<file path="config.mk">
export PLATFORM = sky130hd
export DESIGN_NAME = sdram_arbiter
export DESIGN_NICKNAME = d
export VERILOG_FILES = /design/src/rtl/sdram_arbiter.sv
export SDC_FILE = /design/constraint.sdc
export NUM_CORES = 1
export LEC_CHECK = 0
export ABC_CLOCK_PERIOD_IN_PS = 3200
export CAP_MARGIN = 25
export CORE_UTILIZATION = 30
export CTS_BUF_LIST = sky130_fd_sc_hd__clkbuf_4 sky130_fd_sc_hd__clkbuf_8
export DETAILED_ROUTE_END_ITERATION = 7
export HOLD_SLACK_MARGIN = 0.05
export PLACE_DENSITY = 0.43
export SLEW_MARGIN = 30
export SYNTH_ARGS = -nofsm -noshare
export SYNTH_HDL_FRONTEND = slang
export SYNTH_SLANG_ARGS = --single-unit
</file>
<file path="constraint.sdc">
create_clock -name CLK -period 3.2 [get_ports CLK]
set_clock_uncertainty 0.05 [all_clocks]
set_input_delay 0.32 -clock CLK [delete_from_list [all_inputs] [get_ports CLK]]
set_output_delay 0.32 -clock CLK [all_outputs]
set_load 0.01 [all_outputs]
</file>
<file path="src/rtl/sdram_arbiter.sv">
// -----------------------------------------------------------------------------
// sdram_arbiter
// Arbitrates a single SDRAM command engine between auto-refresh, the camera
// write path and the VGA line-buffer read path.
//
// Priority in IDLE: pending refresh > starved write (wr_wait at WR_WAIT_MAX)
// > read > write. A grant is held until the command engine pulses op_done.
// The arbiter then idles for TURN_CYC cycles before it can grant again.
//
// Parameters
//   REF_PERIOD  : refresh interval in CLK cycles
//   TURN_CYC    : idle turnaround cycles after every operation (1..15)
//   WR_WAIT_MAX : write-wait cycles after which a write outranks a read
// Ports
//   CLK       in  system clock, rising edge
//   RSTn      in  asynchronous active-low reset
//   init_done in  SDRAM power-up init complete (level)
//   rd_req    in  read burst request (level)
//   wr_req    in  write burst request (level)
//   op_done   in  one-cycle pulse: granted operation finished
//   rd_gnt    out read grant
//   wr_gnt    out write grant
//   ref_gnt   out auto-refresh grant
//   busy      out high whenever the FSM is not in IDLE
//   ref_miss  out sticky: a refresh interval expired with a refresh still pending
// -----------------------------------------------------------------------------
module sdram_arbiter #(
    parameter int REF_PERIOD  = 780,
    parameter int TURN_CYC    = 2,
    parameter int WR_WAIT_MAX = 64
) (
    input  logic CLK,
    input  logic RSTn,
    input  logic init_done,
    input  logic rd_req,
    input  logic wr_req,
    input  logic op_done,
    output logic rd_gnt,
    output logic wr_gnt,
    output logic ref_gnt,
    output logic busy,
    output logic ref_miss
);

    localparam int RC_W = (REF_PERIOD > 1) ? $clog2(REF_PERIOD) : 1;
    localparam int WW_W = $clog2(WR_WAIT_MAX + 1);

    typedef enum logic [2:0] {
        IDLE    = 3'd0,
        GNT_REF = 3'd1,
        GNT_RD  = 3'd2,
        GNT_WR  = 3'd3,
        TURN    = 3'd4
    } state_t;

    state_t            state_reg, state_next;
    logic [RC_W-1:0]   ref_cnt_reg;
    logic              ref_pending_reg;
    logic [WW_W-1:0]   wr_wait_reg;
    logic [3:0]        turn_cnt_reg;
    // Goes high on the first edge after reset release; grants are blocked
    // until then so the first grant can never coincide with that edge.
    logic              run_reg;

    logic ref_wrap;
    logic ref_done;
    logic wr_rise;

    assign ref_wrap = init_done && (ref_cnt_reg == RC_W'(REF_PERIOD - 1));
    assign ref_done = (state_reg == GNT_REF) && op_done;
    assign wr_rise  = (state_next == GNT_WR) && (state_reg != GNT_WR);

    // Next-state logic
    always_comb begin
        state_next = state_reg;
        case (state_reg)
            IDLE: begin
                if (init_done && run_reg) begin
                    if (ref_pending_reg)
                        state_next = GNT_REF;
                    else if (wr_req && (wr_wait_reg == WW_W'(WR_WAIT_MAX)))
                        state_next = GNT_WR;
                    else if (rd_req)
                        state_next = GNT_RD;
                    else if (wr_req)
                        state_next = GNT_WR;
                end
            end
            GNT_REF, GNT_RD, GNT_WR: begin
                if (op_done)
                    state_next = TURN;
            end
            TURN: begin
                if (turn_cnt_reg == 4'(TURN_CYC - 1))
                    state_next = IDLE;
            end
            default: state_next = IDLE;
        endcase
        // Losing init overrides everything, including an in-flight grant.
        if (!init_done)
            state_next = IDLE;
    end

    // State and registered outputs (grants decoded from the next state so
    // they change on the same edge as the state register).
    always_ff @(posedge CLK or negedge RSTn) begin
        if (!RSTn) begin
            state_reg <= IDLE;
            rd_gnt    <= 1'b0;
            wr_gnt    <= 1'b0;
            ref_gnt   <= 1'b0;
            busy      <= 1'b0;
            run_reg   <= 1'b0;
        end else begin
            state_reg <= state_next;
            rd_gnt    <= (state_next == GNT_RD);
            wr_gnt    <= (state_next == GNT_WR);
            ref_gnt   <= (state_next == GNT_REF);
            busy      <= (state_next != IDLE);
            run_reg   <= 1'b1;
        end
    end

    // Turnaround counter: counts cycles spent in TURN, zero elsewhere.
    always_ff @(posedge CLK or negedge RSTn) begin
        if (!RSTn)
            turn_cnt_reg <= 4'd0;
        else if (state_reg == TURN)
            turn_cnt_reg <= turn_cnt_reg + 4'd1;
        else
            turn_cnt_reg <= 4'd0;
    end

    // Refresh interval timer, pending flag and sticky miss flag.
    // A wrap that lands on the op_done of the current refresh simply
    // re-arms the pending flag; that refresh was serviced, so no miss.
    always_ff @(posedge CLK or negedge RSTn) begin
        if (!RSTn) begin
            ref_cnt_reg     <= '0;
            ref_pending_reg <= 1'b0;
            ref_miss        <= 1'b0;
        end else if (!init_done) begin
            ref_cnt_reg     <= '0;
            ref_pending_reg <= 1'b0;
        end else begin
            if (ref_wrap) begin
                ref_cnt_reg     <= '0;
                ref_pending_reg <= 1'b1;
                if (ref_pending_reg && !ref_done)
                    ref_miss <= 1'b1;
            end else begin
                ref_cnt_reg <= ref_cnt_reg + RC_W'(1);
                if (ref_done)
                    ref_pending_reg <= 1'b0;
            end
        end
    end

    // Write starvation counter.
    always_ff @(posedge CLK or negedge RSTn) begin
        if (!RSTn)
            wr_wait_reg <= '0;
        else if (wr_rise)
            wr_wait_reg <= '0;
        else if (wr_req && !wr_gnt && (wr_wait_reg != WW_W'(WR_WAIT_MAX)))
            wr_wait_reg <= wr_wait_reg + WW_W'(1);
    end

endmodule

</file>
# After elaboration in Yosys (flattened, before gate mapping)
# Index checks and enable logic that the tools add are counted.
word_totals:
  regBits: 31
  inputBits: 6
  out_inout_bits: 5
  elab_cells: 59
classes:
  addsub: 3
  n_eq_ne: 13
  mux: 17
  n_reduce_logical: 15
ops:
  columns: ["op", "count"]
  rows:
  - ["$mux 3", 8]
  - ["$mux 10", 2]
  - ["$mux 7", 2]
  - ["$eq 3x2->1 const B", 4]
  - ["$add 10x1->10 const B", 1]
  - ["$eq 10x10->1 const B", 1]
  - ["$pmux 3 s3", 1]
  - ["$logic_and 1x1->1", 8]
  - ["$add 7x1->7 const B", 1]
  - ["$eq 7x7->1 const B", 1]
  - ["$ne 7x7->1 const B", 1]
  - ["$eq 3x1->1 const B", 2]
  - ["$add 4x1->4 const B", 1]
  - ["$eq 4x1->1 const B", 1]
  - ["$mux 4", 1]
  - ["$eq 3x3->1 const B", 1]
  - ["$logic_not 3->1", 1]
  - ["$mux 1", 3]
  - ["$ne 3x1->1 const B", 1]
  - ["$ne 3x2->1 const B", 1]
  - ["$reduce_and 3->1", 1]
  - ["$reduce_bool 3->1", 1]
  - ["$reduce_or 3->1", 1]
  - ["$logic_not 1->1", 2]
  - ["$reduce_bool 2->1", 1]

# Longest topological paths before layout
# Gate-level depths: netlist (run 1).
logic_depth:
  ltp_word: 10
  ltp_mapped: 6

# Least setup slack after synthesis (run 1)
# Ideal clock, no wire load.
synth_path:
  path_type: "reg2reg"
  start: "register wr_wait_reg[0]"
  end: "register ref_gnt"
  arrival_ns: 1.206
  t_required_ns: 3.030
  setup_slack_ns: 1.824
  stages_incl_launch_ff: 7
  n_path_buf: 0
  synth_period_minus_slack_ns: 1.376
  path_cell_list: "dfrtp_1 inv_1 ha_1 nor2b_1 a21oi_1 o32ai_2 and3_1"
synth_via:
  elab_chain_cells: 8
synth_rtl:
  columns: ["element", "line", "rtl"]
  rows:
  - ["from (decl)", "59", "logic [WW_W-1:0] wr_wait_reg;"]
  - ["from (signal assigned)", "166", "wr_wait_reg <= wr_wait_reg + WW_W'(1);"]
  - ["$eq 7x7->1", "81", "else if (wr_req && (wr_wait_reg == WW_W'(WR_WAIT_MAX)))"]
  - ["$logic_and 1x1->1", "81", null]
  - ["$mux 3", "81", null]
  - ["$mux 3", "79", "if (ref_pending_reg)"]
  - ["$mux 3", "78", "if (init_done && run_reg) begin"]
  - ["$pmux 3 s3", "76", "case (state_reg)"]
  - ["$mux 3", "100", "if (!init_done)"]
  - ["named net state_next[0]", "56", "state_t state_reg, state_next;"]
  - ["$eq 3x1->1", "118", "ref_gnt <= (state_next == GNT_REF);"]
  - ["to (signal assigned)", "118", null]
  - ["to (decl)", "40", "output logic ref_gnt,"]
# The timed path passes the listed nets, and every way through them passes these cells.
# A chain may end at the register's enable or synchronous reset.

# Worst setup path in the final report (run 1)
layout_path:
  start: "input init_done"
  end: "register ref_gnt"
layout_via:
  elab_chain_cells: 5
layout_rtl:
  columns: ["element", "line", "rtl"]
  rows:
  - ["from (decl)", "34", "input logic init_done,"]
  - ["$logic_and 1x1->1", "78", null]
  - ["$mux 3", "78", null]
  - ["$pmux 3 s3", "76", null]
  - ["$mux 3 (*)", "100", null]
  - ["$eq 3x1->1 (*)", "118", null]
# Every way passes the cells marked *; elsewhere a longest branch is shown, timed or not.

==> impl_summary.txt, run 1 <==
----------------------------------------------------
[Synthesis]
  Yosys reg bits ... 31
  Synth cell count leaders ... dfrtp_1 (31), nor2_1 (24), inv_1 (8), nand3_1 (8), xor2_1 (8)
  Fraction of synthesized cell area taken by the top area cell type ... 0.524
  Top cell type by total area after synthesis ... dfrtp_1
  Post-Syn Nets ... 153
  Most frequently used flop master after synthesis ... dfrtp_1
  Mapped Cells ... 142
  Sequential cell area fraction in the yosys report ... 0.524
  Warnings, synthesis ... 0
  Mean instance size in the synthesized netlist ... 10.4 um2
  Most instantiated library cell after synthesis ... dfrtp_1
  Main area contributors after synthesis ... dfrtp_1 (52%), nor2_1 (6.1%), xor2_1 (4.7%)
  EDFF count, synth ... 0
  Number of distinct standard cells referenced by the synthesized netlist ... 34
  Post-Syn Area ... 1480 um2
  Async SR Flop Fraction ... 1.00

[Clock tree]
  Post-CTS Hold Buffers ... 0
  CTS tree ... yes
  Count of H-tree levels built during CTS ... 2
  Buffer levels on the longest clock path ... 2
  Clock root buffer ... clkbuf_8
  Clock transition at the register clock pins on the worst setup and hold paths after CTS ... 0.07 ns
  Post-CTS resize count ... 0
  TritonCTS Sinks ... 31
  Total setup buffers inserted after CTS ... 0
  Clk Latency, worst-skew pair ... 0.28 ns
  Clock buffer count from CTS ... 5

[Worst setup path]
  Kind of capture point of the worst setup path ... register
  Cell at the slowest stage of the critical path ... clkdlybuf4s50_1
  Startpoint Class ... input port
  Delay contributed by the slowest stage of the critical path ... 0.59 ns
  CP Max Fanout ... 7
  Path type of the worst setup path ... in -> reg
  Data required time at the worst endpoint ... 3.32 ns
  Critical path arrival ... 1.74 ns
  Crit-path cells ... clkdlybuf4s50_1 > and3b_1 > o211ai_1 > a211o_1 > and3_1

[Power and ir drop]
  Power per standard cell area ... 542 nW/um2
  Largest vdd supply drop ... 0.234 mV
  Leakage power figure ... 0.000786 uW

[Timing]
  Final Hold Violating Endpoints ... 0
  Setup Total Neg Slack ... 0 ns
  Max-slew violations ... 0
  Finish-stage setup viols ... 0
  Final period utilization ... 0.505
  Final worst path period need ... 1.62 ns
  Timing-limited maximum frequency ... 0.619 GHz
  RSZ-0062 raised after global routing ... no

[Drt]
  DRC errors left ... 0
  Number of detailed-route iterations in the first pass ... 4
  Aggregate routed wire length ... 2760 um
  Per-cell routed wire length ... 12.1 um
  Routed via count divided by cell count ... 4.55
  Antenna-violating nets left ... 0
  Via count ... 1038
  Number of DRC violations after detailed-routing iteration 0 ... 50

[Final layout]
  Sequential cell area ... 776 um2
  Fin nets ... 171
  Ant. Diodes ... 0
  Area growth from synthesis to layout ... 18.6%
  Utilization of the core after routing ... 0.372
  Fillers ... 486
  Flip-flop count of the largest register after layout ... 10
  Footprint of the multi-input gates ... 674 um2
  Layout cells sized above 1 ... 0.0870

[Place]
  RD Place Congestion ... 0.837
  Input/output buffers ... 10
  Half-perimeter wire length after detailed placement ... 1950 um

[Global route]
  Vias in the first global route ... 1028
  Wire length of the first global-routing pass ... 4820 um
  Antenna violations before repair ... 0
  Pin count of the biggest net entering global routing ... 32
  GRT Util Overall ... 0.124
  Global route overflow ... 0

[Floorplan]
  Io pins ... 11
  Die width ... 72.2 um
  Initial Util ... 0.313
  Core area ... 4720 um2
  Die span in y ... 72.2 um
  DIE AREA ... 5220 um2
  Row cnt ... 25

[Job]
  Number of violations of the max-capacitance limit ... 0

[Min path]
  Hold crit path type ... in -> async

[Status]
  Run status ... completed

----------------------------------------------------
==> cell type report <==
| class | count | area share |
|---|---|---|
| Multi-Input combinational cell | 103 | 0.384 |
| Tap cell | 67 | 0.0478 |
| Clock inverter | 3 | 0.00855 |
| Inverter | 8 | 0.0171 |
| Clock buffer | 5 | 0.0392 |
| Sequential cell | 31 | 0.442 |
| Timing Repair Buffer | 11 | 0.0613 |
==> cells by family after synthesis <==
logic type / Yosys count / share of synthesized area
buffers and inverters: 8 / 0.0203
other: 1 / 0.00253
AOI/OAI and AO/OA: 15 / 0.0727
DFF: 31 / 0.524
xor gates and xnor gates: 15 / 0.0888
adders and majority gates: 5 / 0.0423
muxes: 1 / 0.00676
and+or+nand+nor: 66 / 0.243
==> cell usage in the layout (no fill, tap or decap), types with 4 or more instances in the layout <==
cell type,synthesis,final
ha_1,5,5
dfrtp_1,31,31
clkbuf_8,0,5
inv_1,8,8
nor2_1,24,24
clkdlybuf4s50_1,0,10
nand2_1,7,7
nand2b_1,4,4
nand3_1,8,8
and3_1,4,4
a21oi_1,4,4
xor2_1,8,8
xnor2_1,7,7
==> critical path, delay by kind of cell <==
| kind | cells | cell delay (ns) |
|---|---|---|
| AO/OA/AOI/OAI | 2 | 0.45 |
| buffers and inverters | 1 | 0.59 |
| AND/OR/NAND/NOR | 2 | 0.37 |
==> power by group <==
part / internal (uW) / switching [uW] / total, uW
Sequential: 436 / 57.8 / 494
Clock: 149 / 150 / 299
Combinational: 76.2 / 82.5 / 159
==> path summary, 6_finish.rpt <==
path                       slack [ns]  depth (start not counted)                        from                         end
setup / recovery                 1.58                          5                   init_done           ref_gnt$_DFF_PN0_
hold / removal                   0.39                          2                        RSTn  wr_wait_reg[1]$_DFFE_PN0P_
setup reg to reg                 1.59                          6  wr_wait_reg[0]$_DFFE_PN0P_  wr_wait_reg[6]$_DFFE_PN0P_
hold reg to reg                  0.43                          2        ref_miss$_DFFE_PN0P_        ref_miss$_DFFE_PN0P_
max in group asynchronous        2.43                          2                        RSTn   turn_cnt_reg[1]$_DFF_PN0_
min in group CLK                 0.43                          2        ref_miss$_DFFE_PN0P_        ref_miss$_DFFE_PN0P_
==> per-stage QoR <==
step | worst slack, ns | instance area (um2) | power (uW) | hold slack [ns] | std cells
2_1_floorplan | 1.82 | 1480 | 601 | -0.0256 | 142
3_3_place_gp | 1.31 | 1670 | 657 | 0.423 | 220
3_5_place_dp | 1.27 | 1670 | 660 | 0.429 | 220
4_1_cts | 1.55 | 1760 | 963 | 0.411 | 228
5_1_grt | 1.37 | 1760 | 1020 | 0.433 | 228
6_report | 1.58 | 1760 | 952 | 0.387 | 228
==> routing by layer <==
layer,part of all wire,track usage,vias up
met2,0.46,0.185,19
li1,-,-,513
met1,0.47,0.160,501
met5,0,0,-
met4,0.019,0.0588,0
met3,0.044,0.0431,5
No activity file was read; power rests on OpenSTA's default activity.
==> run 2, diff against run 1 <==
--- a/config.mk
+++ b/config.mk
@@ -5,7 +5,7 @@
 export SDC_FILE = /design/constraint.sdc
 export NUM_CORES = 1
 export LEC_CHECK = 0
-export ABC_CLOCK_PERIOD_IN_PS = 3200
+export ABC_CLOCK_PERIOD_IN_PS = 1550
 export CAP_MARGIN = 25
 export CORE_UTILIZATION = 30
 export CTS_BUF_LIST = sky130_fd_sc_hd__clkbuf_4 sky130_fd_sc_hd__clkbuf_8
==> constraint.sdc (replaced) <==
create_clock -name CLK -period 1.55 [get_ports CLK]
set_clock_uncertainty 0.05 [all_clocks]
set_input_delay 0.155 -clock CLK [delete_from_list [all_inputs] [get_ports CLK]]
set_output_delay 0.155 -clock CLK [all_outputs]
set_load 0.01 [all_outputs]
==> run 2 against run 1 <==
Final cell count rose by 5.7%. Clock power rose to 2.8 times the previous value. Combinational power rose to 2.8 times the previous value. Flip-flop and latch count did not move. Critical endpoint is now busy$_DFF_PN0_. Largest power group unchanged.
==> impl_summary.txt, run 2 (synthesis results as in run 1) <==
----------------------------------------------------
[Global route]
  Global route overflow ... 0 (unchanged)
  GRT Util Overall ... 0.125 (was 0.124)
  Vias in the first global route ... 1030 (was 1028)
  Antenna violations before repair ... 0 (unchanged)
  Pin count of the biggest net entering global routing ... 32 (unchanged)
  Wire length of the first global-routing pass ... 4870 um (was 4820 um)

[Final layout]
  Flip-flop count of the largest register after layout ... 10 (unchanged)
  Cell Count, Final, Fillers Out ... 241 (was 228)
  Ant. Diodes ... 0 (unchanged)
  Fin nets ... 184 (was 171)
  Fillers ... 487 (was 486)
  Most common cell after layout, fill and taps aside ... dfrtp_1 (unchanged)
  Most used cells in the layout excluding fill and tap cells ... dfrtp_1 (31), nor2_1 (24), buf_4 (14), clkdlybuf4s50_1 (10) (was dfrtp_1 (31), nor2_1 (24), clkdlybuf4s50_1 (10))
  Area growth from synthesis to layout ... 28.2% (was 18.6%)
  Layout cells sized above 1 ... 0.172 (was 0.0870)

[Worst setup path]
  Startpoint Class ... register (was input port)
  Delay contributed by the slowest stage of the critical path ... 0.35 ns (was 0.59 ns)
  Cell at the slowest stage of the critical path ... dfrtp_1 (was clkdlybuf4s50_1)
  Data required time at the worst endpoint ... 1.65 ns (was 3.32 ns)
  Critical path arrival ... 1.55 ns (was 1.74 ns)
  Kind of capture point of the worst setup path ... register (unchanged)
  CP Max Fanout ... 3 (was 7)
  CP Buf/Inv Count ... 1 (unchanged)
  Path type of the worst setup path ... reg -> reg (was in -> reg)
  Largest delay share family, worst path ... flip-flops (was buffers and inverters)
  Crit-path cells ... inv_1 > ha_1 > nor2b_2 > a21oi_1 > o32ai_2 > nand3b_1 (was clkdlybuf4s50_1 > and3b_1 > o211ai_1 > a211o_1 > and3_1)

[Clock tree]
  TritonCTS Sinks ... 31 (unchanged)
  Post-CTS Hold Buffers ... 0 (unchanged)
  Clock buffer count from CTS ... 5 (unchanged)
  Total setup buffers inserted after CTS ... 0 (unchanged)
  Post-CTS resize count ... 0 (unchanged)
  Buffer levels on the longest clock path ... 2 (unchanged)
  Clock transition at the register clock pins on the worst setup and hold paths after CTS ... 0.07 ns (about the same)
  Count of H-tree levels built during CTS ... 2 (unchanged)
  CTS tree ... yes (unchanged)
  Clk Latency, worst-skew pair ... 0.28 ns (about the same)
  Clock root buffer ... clkbuf_8 (unchanged)

[Drt]
  Via count ... 1060 (was 1038)
  Per-cell routed wire length ... 11.8 um (was 12.1 um)
  Routed via count divided by cell count ... 4.40 (was 4.55)
  DRC errors left ... 0 (unchanged)
  Antenna-violating nets left ... 0 (unchanged)
  Number of DRC violations after detailed-routing iteration 0 ... 54 (was 50)
  Aggregate routed wire length ... 2830 um (was 2760 um)
  Number of detailed-route iterations in the first pass ... 4 (unchanged)

[Timing]
  Final worst path period need ... 1.45 ns
  Max-slew violations ... 0 (unchanged)
  Setup Total Neg Slack ... 0 ns (unchanged)
  Timing-limited maximum frequency ... 0.690 GHz
  Final Hold Violating Endpoints ... 0 (unchanged)
  Setup slack after layout ... 0.0998 ns (was 1.58 ns)
  Finish-stage setup viols ... 0 (unchanged)
  Final period utilization ... 0.936

[Floorplan]
  Io pins ... 11 (unchanged)
  DIE AREA ... 5220 um2 (unchanged)
  Die span in y ... 72.2 um (unchanged)
  Die width ... 72.2 um (unchanged)
  Initial Util ... 0.313 (unchanged)
  Row cnt ... 25 (unchanged)
  Core area ... 4720 um2 (unchanged)

[Power and ir drop]
  Leakage power figure ... 0.000865 uW (was 0.000786 uW)
  Total power of the final layout ... 2250 uW (was 952 uW)
  Power per standard cell area ... 1190 nW/um2 (was 542 nW/um2)
  Largest vdd supply drop ... 0.627 mV (was 0.234 mV)

[Place]
  Number of placed instances with taps included ... 233 (was 220)
  Half-perimeter wire length after detailed placement ... 2080 um (was 1950 um)
  Input/output buffers ... 10 (unchanged)
  RD Place Congestion ... 0.853 (was 0.837)
  Worst-case setup slack after placement ... -0.0626 ns (was 1.27 ns)

[Min path]
  Hold crit path type ... in -> async (unchanged)

[Job]
  Number of violations of the max-capacitance limit ... 0 (unchanged)

[Status]
  Run status ... completed (unchanged)

----------------------------------------------------
-- run 2: changes by cell type in the layout (fill, tap and decap cells not counted), sizes merged --
cell,delta
clkinv,-2
clkbuf,+1
bufinv,+1
buf,+13
-- run 2: area by class of cell --
| cell class | count | area [um2] | share of cell area |
|---|---|---|---|
| clock inverters | 2 | 35.0 | 0.0185 |
| repair buffers | 24 | 205 | 0.108 |
| clock buffers | 6 | 82.6 | 0.0435 |
| inverters | 8 | 30.0 | 0.0158 |
| flip-flops and latches | 31 | 776 | 0.409 |
| multi-input cells | 103 | 686 | 0.361 |
| well taps | 67 | 83.8 | 0.0442 |
-- run 2: metal layers --
metal,part of all wire,GRT usage,vias up
li1,-,-,544
met1,0.48,0.160,497
met2,0.46,0.187,13
met3,0.038,0.0444,6
met4,0.019,0.0588,0
met5,0,0,-
-- run 2: stage by stage --
stage | hold WS [ns] | util | area [um2]
finish | 0.223 | 0.402 | 1900
global route | 0.258 | 0.402 | 1900
CTS | 0.238 | 0.399 | 1890
detailed placement | 0.427 | 0.375 | 1770
global placement | 0.426 | 0.375 | 1770
floorplan | -0.191 | - | 1480
-- run 2: final timing paths --
path,start,end,depth (start not counted),slack (ns)
max in group asynchronous,RSTn,state_reg[1]$_DFF_PN0_,2,0.94
min in group CLK,turn_cnt_reg[0]$_DFF_PN0_,turn_cnt_reg[0]$_DFF_PN0_,1,0.43
worst max-delay path,wr_wait_reg[0]$_DFFE_PN0P_,busy$_DFF_PN0_,6,0.1
worst max register to register,wr_wait_reg[0]$_DFFE_PN0P_,busy$_DFF_PN0_,6,0.1
worst min-delay path,RSTn,wr_wait_reg[0]$_DFFE_PN0P_,2,0.22
worst min register to register,turn_cnt_reg[0]$_DFF_PN0_,turn_cnt_reg[0]$_DFF_PN0_,1,0.43
-- run 2: where the power goes --
group	total [uW]	internal, uW	switching [uW]	leakage [uW]
sequential	985	901	83.8	0.000412
clock	825	520	306	0.0000612
combinational	443	222	222	0.000392
